$ cat config.mk
export PLATFORM = sky130hd
export DESIGN_NAME = ddr_axi_rd_arbiter
export DESIGN_NICKNAME = d
export VERILOG_FILES = /design/src/rtl/ddr_axi_rd_arbiter.sv
export SDC_FILE = /design/constraint.sdc
export NUM_CORES = 1
export LEC_CHECK = 0
export ABC_AREA = 1
export CAP_MARGIN = 15
export CORE_AREA = 2 2 105 107
export CTS_CLUSTER_SIZE = 8
export DETAILED_ROUTE_END_ITERATION = 10
export DIE_AREA = 0 0 107 109
export GPL_TIMING_DRIVEN = 0
export PLACE_DENSITY = 0.71
export SETUP_SLACK_MARGIN = 0.15
export SLEW_MARGIN = 20
export SYNTH_ARGS = -nofsm -noshare
export SYNTH_HDL_FRONTEND = slang
export SYNTH_SLANG_ARGS = --single-unit
$ cat constraint.sdc
create_clock -name DDR_SLAVE_CLK -period 2.05 [get_ports DDR_SLAVE_CLK]
set_input_delay 0.41 -clock DDR_SLAVE_CLK [delete_from_list [all_inputs] [get_ports DDR_SLAVE_CLK]]
set_output_delay 0.41 -clock DDR_SLAVE_CLK [all_outputs]
set_load 0.02 [all_outputs]
$ cat src/rtl/ddr_axi_rd_arbiter.sv
// ddr_axi_rd_arbiter
// Shares one DDR AXI read slave port between two requesters (M0, M1).
// Exactly one burst is in flight at a time. Requesters are picked
// round-robin, and each returned burst is checked against the requested
// beat count.
//
// Ports (all in the DDR_SLAVE_CLK domain):
//   DDR_SLAVE_CLK, DDR_SLAVE_RST : clock, synchronous active-high reset
//   M0_*/M1_*                    : requester read address / data channels
//   S_*                          : DDR slave read address / data channels
//   GRANT                        : index of the current or last served requester
//   BUSY                         : arbiter is not idle
//   ERR_LEN                      : sticky beat-count error, cleared only by reset
module ddr_axi_rd_arbiter #(
  parameter int ADDR_W = 32,
  parameter int DATA_W = 32,
  parameter int ID_W   = 4
) (
  input  logic              DDR_SLAVE_CLK,
  input  logic              DDR_SLAVE_RST,
  // requester 0
  input  logic [ID_W-1:0]   M0_RD_ADDR_ID,
  input  logic [ADDR_W-1:0] M0_RD_ADDR,
  input  logic [7:0]        M0_RD_ADDR_LEN,
  input  logic [1:0]        M0_RD_ADDR_BURST,
  input  logic              M0_RD_ADDR_VALID,
  output logic              M0_RD_ADDR_READY,
  output logic [ID_W-1:0]   M0_RD_BACK_ID,
  output logic [DATA_W-1:0] M0_RD_DATA,
  output logic [1:0]        M0_RD_DATA_RESP,
  output logic              M0_RD_DATA_LAST,
  output logic              M0_RD_DATA_VALID,
  input  logic              M0_RD_DATA_READY,
  // requester 1
  input  logic [ID_W-1:0]   M1_RD_ADDR_ID,
  input  logic [ADDR_W-1:0] M1_RD_ADDR,
  input  logic [7:0]        M1_RD_ADDR_LEN,
  input  logic [1:0]        M1_RD_ADDR_BURST,
  input  logic              M1_RD_ADDR_VALID,
  output logic              M1_RD_ADDR_READY,
  output logic [ID_W-1:0]   M1_RD_BACK_ID,
  output logic [DATA_W-1:0] M1_RD_DATA,
  output logic [1:0]        M1_RD_DATA_RESP,
  output logic              M1_RD_DATA_LAST,
  output logic              M1_RD_DATA_VALID,
  input  logic              M1_RD_DATA_READY,
  // DDR slave
  output logic [ID_W-1:0]   S_RD_ADDR_ID,
  output logic [ADDR_W-1:0] S_RD_ADDR,
  output logic [7:0]        S_RD_ADDR_LEN,
  output logic [1:0]        S_RD_ADDR_BURST,
  output logic              S_RD_ADDR_VALID,
  input  logic              S_RD_ADDR_READY,
  input  logic [ID_W-1:0]   S_RD_BACK_ID,
  input  logic [DATA_W-1:0] S_RD_DATA,
  input  logic [1:0]        S_RD_DATA_RESP,
  input  logic              S_RD_DATA_LAST,
  input  logic              S_RD_DATA_VALID,
  output logic              S_RD_DATA_READY,
  // status
  output logic              GRANT,
  output logic              BUSY,
  output logic              ERR_LEN
);

  typedef enum logic [1:0] {
    ST_IDLE = 2'd0,
    ST_ADDR = 2'd1,
    ST_DATA = 2'd2
  } state_e;

  state_e          state_q, state_d;
  logic            grant_q, grant_d;
  logic            last_q, last_d;        // last served requester
  logic [ID_W-1:0] id_q, id_d;            // ID captured at the address handshake
  logic [7:0]      len_q, len_d;
  logic [8:0]      beat_cnt_q, beat_cnt_d;
  logic            err_q, err_d;

  // granted requester's channel, selected by grant_q
  logic [ID_W-1:0]   g_id_s;
  logic [ADDR_W-1:0] g_addr_s;
  logic [7:0]        g_len_s;
  logic [1:0]        g_burst_s;
  logic              g_valid_s;
  logic              g_dready_s;
  logic              addr_hs_s;
  logic              data_hs_s;

  // The slave returns its own ID, but requesters receive the ID captured at
  // the address handshake, so S_RD_BACK_ID is intentionally unused.
  logic unused_back_id_s;
  assign unused_back_id_s = ^S_RD_BACK_ID;

  // Select the granted requester's channel signals
  always_comb begin
    if (grant_q) begin
      g_id_s     = M1_RD_ADDR_ID;
      g_addr_s   = M1_RD_ADDR;
      g_len_s    = M1_RD_ADDR_LEN;
      g_burst_s  = M1_RD_ADDR_BURST;
      g_valid_s  = M1_RD_ADDR_VALID;
      g_dready_s = M1_RD_DATA_READY;
    end else begin
      g_id_s     = M0_RD_ADDR_ID;
      g_addr_s   = M0_RD_ADDR;
      g_len_s    = M0_RD_ADDR_LEN;
      g_burst_s  = M0_RD_ADDR_BURST;
      g_valid_s  = M0_RD_ADDR_VALID;
      g_dready_s = M0_RD_DATA_READY;
    end
  end

  assign addr_hs_s = (state_q == ST_ADDR) & g_valid_s & S_RD_ADDR_READY;
  assign data_hs_s = (state_q == ST_DATA) & S_RD_DATA_VALID & g_dready_s;

  // Zero-latency channel muxes; everything idles at 0 outside its own phase
  always_comb begin
    S_RD_ADDR_ID     = '0;
    S_RD_ADDR        = '0;
    S_RD_ADDR_LEN    = 8'd0;
    S_RD_ADDR_BURST  = 2'd0;
    S_RD_ADDR_VALID  = 1'b0;
    S_RD_DATA_READY  = 1'b0;
    M0_RD_ADDR_READY = 1'b0;
    M1_RD_ADDR_READY = 1'b0;
    M0_RD_BACK_ID    = '0;
    M0_RD_DATA       = '0;
    M0_RD_DATA_RESP  = 2'd0;
    M0_RD_DATA_LAST  = 1'b0;
    M0_RD_DATA_VALID = 1'b0;
    M1_RD_BACK_ID    = '0;
    M1_RD_DATA       = '0;
    M1_RD_DATA_RESP  = 2'd0;
    M1_RD_DATA_LAST  = 1'b0;
    M1_RD_DATA_VALID = 1'b0;
    case (state_q)
      ST_ADDR: begin
        S_RD_ADDR_ID    = g_id_s;
        S_RD_ADDR       = g_addr_s;
        S_RD_ADDR_LEN   = g_len_s;
        S_RD_ADDR_BURST = g_burst_s;
        S_RD_ADDR_VALID = g_valid_s;
        if (grant_q) begin
          M1_RD_ADDR_READY = S_RD_ADDR_READY;
        end else begin
          M0_RD_ADDR_READY = S_RD_ADDR_READY;
        end
      end
      ST_DATA: begin
        S_RD_DATA_READY = g_dready_s;
        if (grant_q) begin
          M1_RD_BACK_ID    = id_q;
          M1_RD_DATA       = S_RD_DATA;
          M1_RD_DATA_RESP  = S_RD_DATA_RESP;
          M1_RD_DATA_LAST  = S_RD_DATA_LAST;
          M1_RD_DATA_VALID = S_RD_DATA_VALID;
        end else begin
          M0_RD_BACK_ID    = id_q;
          M0_RD_DATA       = S_RD_DATA;
          M0_RD_DATA_RESP  = S_RD_DATA_RESP;
          M0_RD_DATA_LAST  = S_RD_DATA_LAST;
          M0_RD_DATA_VALID = S_RD_DATA_VALID;
        end
      end
      default: begin
        S_RD_ADDR_VALID = 1'b0;
      end
    endcase
  end

  // Next-state logic: arbitration, burst capture and beat-count checking
  always_comb begin
    state_d    = state_q;
    grant_d    = grant_q;
    last_d     = last_q;
    id_d       = id_q;
    len_d      = len_q;
    beat_cnt_d = beat_cnt_q;
    err_d      = err_q;
    case (state_q)
      ST_IDLE: begin
        if (M0_RD_ADDR_VALID | M1_RD_ADDR_VALID) begin
          state_d = ST_ADDR;
          if (M0_RD_ADDR_VALID & M1_RD_ADDR_VALID) begin
            grant_d = ~last_q;      // both asking: the one not served last wins
          end else begin
            grant_d = M1_RD_ADDR_VALID;
          end
        end else begin
          state_d = ST_IDLE;
        end
      end
      ST_ADDR: begin
        // a requester dropping VALID here is not re-arbitrated
        if (addr_hs_s) begin
          id_d       = g_id_s;
          len_d      = g_len_s;
          beat_cnt_d = 9'd0;
          state_d    = ST_DATA;
        end else begin
          state_d = ST_ADDR;
        end
      end
      ST_DATA: begin
        if (data_hs_s) begin
          beat_cnt_d = beat_cnt_q + 9'd1;
          if (S_RD_DATA_LAST) begin
            // LAST must land exactly on beat len_q (counted from 0)
            if (beat_cnt_q != {1'b0, len_q}) begin
              err_d = 1'b1;
            end else begin
              err_d = err_q;
            end
            last_d  = grant_q;
            state_d = ST_IDLE;
          end else if (beat_cnt_q == {1'b0, len_q}) begin
            // overrun: the expected last beat arrived without LAST
            err_d = 1'b1;
          end else begin
            err_d = err_q;
          end
        end else begin
          state_d = ST_DATA;
        end
      end
      default: begin
        state_d = ST_IDLE;
      end
    endcase
  end

  // State and datapath registers with synchronous reset
  always_ff @(posedge DDR_SLAVE_CLK) begin
    if (DDR_SLAVE_RST) begin
      state_q    <= ST_IDLE;
      grant_q    <= 1'b0;
      last_q     <= 1'b1;       // makes M0 win the first contended arbitration
      id_q       <= '0;
      len_q      <= 8'd0;
      beat_cnt_q <= 9'd0;
      err_q      <= 1'b0;
    end else begin
      state_q    <= state_d;
      grant_q    <= grant_d;
      last_q     <= last_d;
      id_q       <= id_d;
      len_q      <= len_d;
      beat_cnt_q <= beat_cnt_d;
      err_q      <= err_d;
    end
  end

  assign GRANT   = grant_q;
  assign BUSY    = (state_q != ST_IDLE);
  assign ERR_LEN = err_q;

endmodule

Word level (Yosys, flattened, before mapping)
Index checks and enable logic that the tools add are counted.
{"block": "word_totals", "output_inout_bits": 133, "input_bits": 139, "wordCells": 80, "ff_bits": 26}
{"block": "classes", "n_eq_ne": 8, "reduce_logical": 9, "addsub": 1, "mux": 48, "bitwise_logic": 7}
{"cell": "32-bit 2-to-1 mux", "n": 6}
{"cell": "4-bit 2-to-1 mux", "n": 6}
{"cell": "1-bit 2-to-1 mux", "n": 21}
{"cell": "2-bit 2-to-1 mux", "n": 9}
{"cell": "9-bit 2-to-1 mux", "n": 2}
{"cell": "9-bit one-hot mux with 2 select lines", "n": 1}
{"cell": "8-bit 2-to-1 mux", "n": 2}
{"cell": "9-bit by 1-bit adder with 9-bit output, second input constant", "n": 1}
{"cell": "9-bit by 8-bit == test with 1-bit output", "n": 1}
{"cell": "9-bit by 8-bit inequality test with 1-bit output", "n": 1}
{"cell": "2-bit one-hot mux with 3 select lines", "n": 1}
{"cell": "3-bit AND reduction", "n": 2}
{"cell": "2-bit nonzero test", "n": 3}
{"cell": "1-bit bitwise AND", "n": 5}
{"cell": "2-bit inequality test, second input constant", "n": 2}
{"cell": "2-bit AND reduction", "n": 2}
{"cell": "4-bit AND reduction", "n": 1}
{"cell": "3-bit inequality test, second input constant", "n": 1}
{"cell": "2-bit by 1-bit == test with 1-bit output, second input constant", "n": 1}
{"cell": "2-bit == test, second input constant", "n": 1}
{"cell": "2-bit zero test", "n": 1}
{"cell": "2-bit by 1-bit inequality test with 1-bit output, second input constant", "n": 1}
{"cell": "1-bit NOT", "n": 1}
{"cell": "1-bit bitwise OR", "n": 1}

Longest topological paths before layout
{"block": "logic_depth", "word_depth": 5, "ltp_mapped": 12, "depth_no_buf": 11}

Least setup slack after synthesis
Ideal clock, no wire load.
{"block": "synth_path", "kind": "reg-to-output", "from": "register grant_q, in the netlist GRANT", "to": "output M1_RD_ADDR_READY", "required_ps": 1640, "arrival_ps": 1497, "path_slack_ps": 143, "n_path_buf": 3, "stages_incl_launch_ff": 6, "cell_sequence": "dfxtp_1 > buf_6 > inv_2 > buf_2 > buf_1 > nor3_1"}
{"block": "synth_between", "elab_chain_len": 2}
{"element": "from (decl)", "line_no": "73", "source": "logic grant_q, grant_d;"}
{"element": "from (signal assigned)", "line_no": "245", "source": "grant_q <= grant_d;"}
{"element": "1-bit 2-to-1 mux", "line_no": "144", "source": "if (grant_q) begin"}
{"element": "1-bit 2-to-1 mux", "line_no": "137", "source": "case (state_q)"}
{"element": "to (decl)", "line_no": "40", "source": "output logic M1_RD_ADDR_READY,"}
Every way passes these cells.

Worst setup path in the final report
{"block": "layout_path", "from": "register grant_q, in the netlist GRANT", "to": "output M0_RD_DATA[31]"}
{"block": "layout_between", "elab_chain_len": 2}
{"element": "32-bit 2-to-1 mux", "line_no": "152", "source": "if (grant_q) begin"}
{"element": "32-bit 2-to-1 mux", "line_no": "137"}
{"element": "to (decl)", "line_no": "29", "source": "output logic [DATA_W-1:0] M0_RD_DATA,"}
Every way passes these cells.

==> reports/metrics.cfg <==
[layout]
area_growth_pct=142
final_nets=901
diodes=0
fin_area_um2=6140
final_common_cell=clkdlybuf4s50_1
layout_common_cells=137 x clkdlybuf4s50_1, 120 x nand2_1, 72 x inv_1
final_layout_size_suffix_gt1_share_pct=37.7

[synth]
synth_area_um2=2540
synth-seq-cells=26
ys_types=27
synth_cells=476
syn_avg_cell_area_um2=5.33
yosys_warnings=0
synth_top_area_share_pct=20.5
synth_top_cells_by_area=dfxtp_1 21%, nand2_1 20%, nor2_1 16%
synth.net_count=616
synth_seq_area_share_pct=20.5
yosysTopAreaCell=dfxtp_1

[global_route]
grt_pass1_vias=3646
grt_pass1_wl_um=18500
antenna_found_initial=0
grt_max_degree=14
overflow=0
grt_usage_pct=19.9

[timing]
hold_violations=0
setup_viol=0
rsz0062_at_grt=yes
timing.slew.headroom_pct=65.7
worst_slew_pin_slew_ns=0.515
drv_slew=0
max_freq_ghz=0.523
fin_tns_setup_ns=0
fin_crit_sh_pct=93.3
skew_ns=0.00449
hold-worst-slack_ns=0.461
setup_ws_ns=0.138
period_minus_slack_ns=1.91

[setup_path]
critPathKind=reg -> out
crit_slowest_cell=dfxtp_2
crit_path_start_kind=register
path_cells=buf_12 > clkinv_8 > buf_12 > nand2_8 > buf_8 > nor2_1 > buf_4
cp_slowest_stage_delay_ns=0.34
required_ns=1.64
end_kind=output port
arrival_ns=1.50
path_max_fanout=10
crit_top_cell=buf_12

[min_path]
hold_class=reg -> reg

[cts]
cts_hold_buf=0
cts_htree_levels=1
cts_buffers=3
clockBufferDepth=2
clkSinkCount=26
cts_tree=done
path_clk_slew_ns=0.09
root_buffer=clkbuf_8
clock_latency_ns=0.27

[flow_run]
maxCapViolations=0

[die]
die_area_um2=11700
fp-row-count=38
start_util_pct=23.9
die_x_um=107
io-pin-count=272
core_um2=10600
die_h_um=109

[route]
routedWlPerCell_um=15.0
dr.pass1.iters=4
via_count=3931
drtIter0Drc=128
vias_per_cell=4.37
wl_um=13500
drc=0
antenna_left=0

[place]
hpwl_um=10600
dpl-instance-area_um2=5490
pre_cts_ws_ns=-0.568
io_buffers=267
gp_congestion=0.835

[power_and_ir_drop]
power.leakage_nw=2.89
powerDensity_nw_per_um2=352
irDropWorstVdd_v=0.000248

[outcome]
status=finished, final reports clean

## metal layers
metal  wire, um  GRT usage (%)  share of wire (%)
met1       5190           23.8                 39
met2       7460           37.6                 55
met3        733           3.29                5.4
met4         87           3.53               0.65
met5          0              0                  0
## repair_timing
action                                  in CTS  in global routing
gates cloned                                 0                  6
pin swaps                                    1                 11
endpoints found under the setup margin     130                127
setup buffers                                3                  4
gates resized for setup                    621                226
## critical path: cells and delay by family, from the launching register on
family | cells | cell delay [ns]
flip-flops | 1 | 0.34
buffers and inverters | 5 | 0.66
AND/OR/NAND/NOR | 2 | 0.21
## worst paths after layout
path,cells past startpoint,slack (ns),from,endpoint
worst min-delay path,2,0.46,ERR_LEN,ERR_LEN
worst max register to register,11,0.41,GRANT,id_q[2]
worst max-delay path,7,0.14,GRANT,M0_RD_DATA[31]
worst min register to register,2,0.46,ERR_LEN,ERR_LEN
## cell type report
class,count,area (um2)
fillers,991,4460
repair buffers,280,2610
multi-input cells,348,2100
flip-flops and latches,26,524
plain buffers,26,382
inverters,76,303
well taps,140,175
clock buffers,3,41.3
## Yosys cell counts
| master | instances |
|---|---|
| nand3_4 | 2 |
| inv_2 | 2 |
| ha_1 | 1 |
| buf_2 | 8 |
| mux2i_1 | 12 |
| clkbuf_1 | 12 |
| nand4_1 | 1 |
| nor3_1 | 4 |
| nor2_4 | 2 |
| nand2_4 | 2 |
| buf_6 | 1 |
| o311ai_0 | 1 |
| o21ai_0 | 6 |
| nor2_1 | 110 |
| buf_1 | 5 |
| or2_4 | 1 |
| nor2_8 | 1 |
| inv_1 | 74 |
| a21oi_1 | 53 |
| nand2_1 | 132 |
| nand2_2 | 3 |
| xor2_1 | 3 |
| nand3_1 | 11 |
| nand2_8 | 1 |
| o21a_1 | 1 |
| a211oi_1 | 1 |
| dfxtp_1 | 26 |
## metrics by stage
step / power [mW] / std cells / util [%]
6_report: 2.16 / 899 / 57.9
3_3_place_gp: 1.65 / 883 / 51.8
5_1_grt: 2.27 / 899 / 57.9
3_5_place_dp: 1.67 / 883 / 51.8
4_1_cts: 1.95 / 889 / 49.6
2_1_floorplan: 1.08 / 476 / -
## sequential cells by signal, indices dropped and copies added, names as in the netlist
name,count
ERR_LEN,1
len_q,8
id_q,4
beat_cnt_q,9
last_q,1
GRANT,1
state_q,2
## where the power goes
| part | total (mW) | switching [mW] | internal, mW |
|---|---|---|---|
| Sequential | 0.547 | 0.0168 | 0.531 |
| Clock | 0.289 | 0.158 | 0.132 |
| Combinational | 1.32 | 0.660 | 0.663 |
| Total | 2.16 | 0.835 | 1.33 |
## logic make-up (layout without fill, tap and decap cells)
logic type,after synthesis,count (layout),share of synthesized area [%]
AOI/OAI and AO/OA,62,62,12.6
xor gates and xnor gates,3,3,1.04
adders and majority gates,1,1,0.493
buffers and inverters,102,385,15.8
DFF,26,26,20.5
muxes,12,12,4.74
and+or+nand+nor,270,270,44.8
Power figures use the tool's default switching activity.
